===== src/rtl/peripheral_reader.sv =====
// Peripheral read responder: PWM shadow readback, debounced buttons, clear-on-read press latches.
// Read data lands 1 clk after read_enable with no stall; optional PERIPH_READ_ERR_EN flags unmapped reads.
module peripheral_reader #(
  parameter int DEBOUNCE_CYCLES = 50000,
  parameter int NUM_BUTTONS     = 2
) (
  input  logic                   clk,
  input  logic                   rst_n,
  input  logic [31:0]            addr,
  input  logic [31:0]            data_in,
  input  logic                   write_enable,
  input  logic                   read_enable,
  input  logic [NUM_BUTTONS-1:0] buttons_raw,
  output logic [31:0]            data_out,
  output logic                   data_valid
`ifdef PERIPH_READ_ERR_EN
  ,
  output logic                   read_err
`endif
);

  localparam int            CW       = (DEBOUNCE_CYCLES > 1) ? $clog2(DEBOUNCE_CYCLES) : 1;
  localparam logic [CW-1:0] CNT_LAST = CW'(DEBOUNCE_CYCLES - 1);
  localparam logic [2:0]    PFX_PWM  = 3'b001;
  localparam logic [2:0]    PFX_BTN  = 3'b010;

  typedef enum logic {
    DB_STABLE   = 1'b0,
    DB_COUNTING = 1'b1
  } db_state_e;

  logic [2:0]             prefix;
  logic                   addr_unused;
  logic [31:0]            pwm_on_q, pwm_off_q;
  logic [NUM_BUTTONS-1:0] sync1_q, sync2_q;
  logic [NUM_BUTTONS-1:0] level_q, level_d;
  logic [NUM_BUTTONS-1:0] edge_q, edge_d;
  logic                   edge_clr;
  logic [31:0]            rd_data;
  logic                   rd_unmapped;
  logic [31:0]            data_q;
  logic                   valid_q;

  assign prefix      = addr[31:29];
  assign addr_unused = ^addr[28:1];

  // Write snoop: only the PWM prefix is shadowed; addr[0] picks on/off.
  always_ff @(posedge clk or negedge rst_n) begin
    if (!rst_n) begin
      pwm_on_q  <= '0;
      pwm_off_q <= '0;
    end else if (write_enable && (prefix == PFX_PWM)) begin
      if (addr[0]) pwm_off_q <= data_in;
      else         pwm_on_q  <= data_in;
    end
  end

  always_ff @(posedge clk or negedge rst_n) begin
    if (!rst_n) begin
      sync1_q <= '0;
      sync2_q <= '0;
    end else begin
      sync1_q <= buttons_raw;
      sync2_q <= sync1_q;
    end
  end

  for (genvar g = 0; g < NUM_BUTTONS; g++) begin : g_btn
    db_state_e     state_q, state_d;
    logic [CW-1:0] cnt_q, cnt_d, cnt_inc;
    logic          lvl_d;

    assign cnt_inc = (cnt_q == {CW{1'b1}}) ? cnt_q : cnt_q + CW'(1);

    always_ff @(posedge clk or negedge rst_n) begin
      if (!rst_n) begin
        state_q <= DB_STABLE;
        cnt_q   <= '0;
      end else begin
        state_q <= state_d;
        cnt_q   <= cnt_d;
      end
    end

    // The level is accepted on the edge where the count reaches DEBOUNCE_CYCLES-1.
    always_comb begin
      state_d = state_q;
      cnt_d   = cnt_q;
      lvl_d   = level_q[g];
      case (state_q)
        DB_STABLE: begin
          if (sync2_q[g] != level_q[g]) begin
            state_d = DB_COUNTING;
            cnt_d   = '0;
          end
        end
        DB_COUNTING: begin
          if (sync2_q[g] == level_q[g]) begin
            state_d = DB_STABLE;
            cnt_d   = '0;
          end else if (cnt_inc >= CNT_LAST) begin
            lvl_d   = sync2_q[g];
            state_d = DB_STABLE;
            cnt_d   = '0;
          end else begin
            cnt_d = cnt_inc;
          end
        end
        default: begin
          state_d = DB_STABLE;
          cnt_d   = '0;
        end
      endcase
    end

    assign level_d[g] = lvl_d;
  end

  // A rise accepted on the clearing edge survives so the next read reports it.
  assign edge_clr = read_enable && (prefix == PFX_BTN) && addr[0];
  assign edge_d   = (edge_clr ? '0 : edge_q) | (level_d & ~level_q);

  always_ff @(posedge clk or negedge rst_n) begin
    if (!rst_n) begin
      level_q <= '0;
      edge_q  <= '0;
    end else begin
      level_q <= level_d;
      edge_q  <= edge_d;
    end
  end

  always_comb begin
    rd_data     = '0;
    rd_unmapped = 1'b0;
    case (prefix)
      PFX_PWM: rd_data = addr[0] ? pwm_off_q : pwm_on_q;
      PFX_BTN: rd_data[NUM_BUTTONS-1:0] = addr[0] ? edge_q : level_q;
      default: begin
        rd_unmapped = 1'b1;
`ifdef PERIPH_READ_ERR_EN
        rd_data = 32'hDEAD_BEEF;
`else
        rd_data = 32'h0;
`endif
      end
    endcase
  end

  always_ff @(posedge clk or negedge rst_n) begin
    if (!rst_n) begin
      data_q  <= '0;
      valid_q <= 1'b0;
    end else begin
      valid_q <= read_enable;
      if (read_enable) data_q <= rd_data;
    end
  end

`ifdef PERIPH_READ_ERR_EN
  logic read_err_q;

  always_ff @(posedge clk or negedge rst_n) begin
    if (!rst_n) read_err_q <= 1'b0;
    else        read_err_q <= read_enable && rd_unmapped;
  end

  assign read_err = read_err_q;
`else
  logic unmapped_unused;
  assign unmapped_unused = rd_unmapped ^ addr_unused;
`endif

  assign data_out   = data_q;
  assign data_valid = valid_q;

endmodule


===== config.mk =====
export PLATFORM = sky130hd
export DESIGN_NAME = peripheral_reader
export DESIGN_NICKNAME = d
export VERILOG_FILES = /design/src/rtl/peripheral_reader.sv
export SDC_FILE = /design/constraint.sdc
export NUM_CORES = 1
export LEC_CHECK = 0
export ABC_AREA = 1
export ABC_CLOCK_PERIOD_IN_PS = 1920
export BUFFER_PORTS_ARGS = -buffer_cell sky130_fd_sc_hd__buf_2
export CORE_ASPECT_RATIO = 0.6
export CORE_MARGIN = 2
export CORE_UTILIZATION = 51
export CTS_BUF_LIST = sky130_fd_sc_hd__clkbuf_16
export CTS_CLUSTER_DIAMETER = 100
export DETAILED_ROUTE_END_ITERATION = 8
export PLACE_DENSITY = 0.74
export REMOVE_ABC_BUFFERS = 1
export SYNTH_ARGS = -nofsm -noshare
export SYNTH_HDL_FRONTEND = slang
export SYNTH_SLANG_ARGS = --single-unit

===== constraint.sdc =====
create_clock -name clk -period 1.92 [get_ports clk]
set_clock_uncertainty 0.1 [all_clocks]
set_input_delay 0.192 -clock clk [delete_from_list [all_inputs] [get_ports clk]]
set_output_delay 0.192 -clock clk [all_outputs]
set_load 0.1 [all_outputs]

==> impl_results.md <==
- Status: finished, violations left
- Failing checks: setup timing
- Share of cells above drive strength 1: about a third
- MaxCap Viol Count: 0
- Critical Path Sink Type: flop
- Top post-synthesis cells by area: dfrtp_1, nand2_1, o21ai_0
- Initial antenna violation count: 0
- Cells after synthesis: 803
- Area leader, netlist: dfrtp_1
- CTS tree: yes
- CP arrival: 2.40 ns
- Fin. Hold Viols: 0
- Initial Util: 52.2%
- Final period utilization: 116%
- Buf/Inv on CP: 3
- Via density: 5.30
- Final-report max-slew violation count: 0
- Overall die height: 92.8 um
- Die Width: 152 um
- Critical path's most frequent cell: nand3_2
- Port bufs: 74
- CP cell instances: buf_6, nand2_2, nor2_4, buf_4, nand3_2, nor2_1, nand2_1, nand3_2, nand3_2, nor2_2, nand2_2, nand2_4, buf_12, o22ai_2
- Mapped cell area: roughly 0.0067 mm2
- Placed cells: 1127
- I/O Pins: between 100 and 150
- Clock sink count: 139
- CTS clk-pin slew, worst paths: approximately 0.06 ns
- Hpwl dp: 11700 um
- Grt ovf: 0
- Setup WS post-layout: -0.312 ns
- First-pass GRT wire length: 31100 um
- Setup WS pre-CTS: -0.308 ns
- Avg Inst Size Synth: 8.35 um2
- Core box area: 0.0129 mm2
- Detail Route Antenna Nets: 0
- Warnings, synthesis: 0
- Worst reg2reg setup slack: -0.31 ns
- Synthesized flop and latch total: 139
- Pleak: ~4.8 nW
- Total die area: 0.0141 mm2
- Max clock buf depth: 2
- Post-synth top area share: between 50 and 60%
- GPL Wtd Cong: 0.942
- RSZ-0062 raised after global routing: yes
- Crit path max-delay family: simple AND/OR/NAND/NOR gates
- Nets: between 1000 and 1500
- Starting DRT DRC Count: ~420
- Vias in the first global route: around 6300
- CTS Root Cell: clkbuf_16
- Worst-path fanout max: 6
- CTS buffer count: 17
- Number of antenna diodes: 0
- Setup-failing EPs final: 38
- Kind of critical path: reg -> reg
- Vias: 6446
- Synth unique cells: 33
- DRT Wirelength: 19700 um
- Worst skew pair latency: between 0.4 and 0.5 ns
- Worst vdd ir: 0.000544 V
- Worst Tran Pin Value: 0.614 ns
- Largest stage delay, worst path: 0.42 ns
- Std-Cell Rows: 32
- Crit path time final: 2.23 ns
- Max H-tree Level: 4
- Initial DRT Pass Iterations: 5
- Critical Path RT: 2.09 ns
- DRC Markers: 0
- Wire per inst: 16.2 um
- Largest net degree at the start of global routing: 65
- Worst Hold Class: in -> reg
- Max Clk Rate: 448 MHz
- Post-Layout Cell Count: 1216
- Slowest CP cell: dfrtp_1
- Power per cell area: just over 800 mW/mm2
- Tot GR Track Use: between 20% and 30%
- Area Growth Syn to Fin: 44.2%
- FILL cells: 866
- Register area share after synthesis: 51.8%
- Max transition margin: 59.0%
- Startpoint Class: flop
==> routing by layer <==
layer | up-vias | global-route usage, % | part of all wire, %
li1 | 3075 | - | -
met1 | 3099 | 38.7 | 44
met2 | 235 | 43.8 | 47
met3 | 37 | 6.55 | 6.5
met4 | 0 | 6.00 | 1.7
met5 | - | 0 | 0
==> sequential cells by signal (all words and copies together) (netlist names) <==
name and cells:
sync2_q 2, g_btn.cnt_q 32, pwm_on_q 32, data_valid 1, data_out 32, pwm_off_q 32, g_btn.state_q 2, level_q 2
edge_q 2, sync1_q 2
==> cell usage after synthesis (all sizes together) <==
library cell and count:
a21oi 5, a221o 1, buf 6, clkbuf 22, clkinv 2, dfrtp 139, ha 2, inv 77
mux2i 31, nand2 258, nand3 43, nand4 10, nor2 49, nor3 2, nor3b 1, o211ai 1
o21ai 127, o21bai 4, o22ai 11, xnor2 6, xor2 6
==> through the flow <==
| stage | TNS [ns] | power (mW) | hold slack, ns | area [um2] | util, % |
|---|---|---|---|---|---|
| finish | -10.12 | 7.89 | 0.0370 | 9670 | 75.3 |
| global route | -15.42 | 8.22 | 0.0529 | 9670 | 75.3 |
| CTS | -4.65 | 7.88 | 0.0311 | 9330 | 72.6 |
| detailed placement | -8.88 | 4.43 | 0.0956 | 8060 | 62.7 |
| global placement | -8.02 | 4.39 | 0.0844 | 8060 | 62.7 |
| floorplan | -13.31 | 4.06 | -0.204 | 6580 | - |
==> timing repair <==
action                     in CTS  in global routing
setup endpoints to repair      38                 38
hold endpoints to repair      115                  0
hold buffers                   36                  0
buffers inserted                9                 12
resized for setup              67                 68
pin swaps                      22                 34
==> tightest hold or removal path, stage by stage <==
cell and delay (ns):
buf_2 0.08, nor3_1 0.07, nand2_1 0.07, o211ai_1 0.08
==> path summary, 6_finish.rpt <==
| path | start | endpoint | depth (start not counted) |
|---|---|---|---|
| hold reg to reg | sync1_q[1]$_DFF_PN0_ | sync2_q[1]$_DFF_PN0_ | 0 |
| max in group asynchronous | rst_n | g_btn[1].cnt_q[8]$_DFFE_PN0P_ | 3 |
| min in group asynchronous | rst_n | g_btn[0].cnt_q[6]$_DFFE_PN0P_ | 2 |
| hold / removal | addr[29] | data_out[0]$_DFFE_PN0P_ | 4 |
| setup reg to reg | g_btn[1].cnt_q[1]$_DFFE_PN0P_ | g_btn[1].cnt_q[15]$_DFFE_PN0P_ | 14 |
| setup / recovery | g_btn[1].cnt_q[1]$_DFFE_PN0P_ | g_btn[1].cnt_q[15]$_DFFE_PN0P_ | 14 |
==> where the power goes <==
| group | switching, mW | internal (mW) |
|---|---|---|
| Combinational | 0.665 | 0.387 |
| Clock | 1.42 | 1.97 |
| Sequential | 0.189 | 3.26 |
==> layout make-up <==
| cell class | count | area (um2) | area share, % |
|---|---|---|---|
| clock buffer | 17 | 425 | 4.40 |
| clock inverter | 15 | 183 | 1.89 |
| inverter | 79 | 307 | 3.17 |
| multi-input combinational | 557 | 3220 | 33.3 |
| sequential | 139 | 3490 | 36.0 |
| tap | 170 | 213 | 2.20 |
| timing repair buffer | 239 | 1840 | 19.0 |
==> kinds of logic after synthesis <==
kind of cell / after synthesis / share of synthesized area (%)
muxes: 31 / 4.63
and+or+nand+nor: 363 / 22.8
AOI/OAI and AO/OA: 149 / 12.5
xor gates and xnor gates: 12 / 1.57
DFF: 139 / 51.8
adders and majority gates: 2 / 0.373
buffers and inverters: 107 / 6.28
==> layout by cell type (no fill, tap or decap), types with 3 or more instances in the layout <==
master / instances
inv_1: 74
buf_2: 73
nand2_1: 232
inv_8: 4
buf_12: 7
clkbuf_16: 17
o21bai_1: 3
inv_6: 5
o21ai_1: 7
o21ai_0: 100
xnor2_1: 6
nand3_1: 27
nand2_2: 18
dfrtp_1: 133
dfrtp_2: 6
nand2_4: 7
nand3_2: 12
nand4_1: 9
buf_4: 109
o22ai_2: 11
nor2_2: 8
o21ai_2: 19
buf_6: 14
xor2_1: 5
a21oi_1: 3
nand3_4: 4
nor2_4: 12
mux2i_1: 31
dlygate4sd3_1: 36
nor2_1: 29
(Power assumes the default switching activity.)
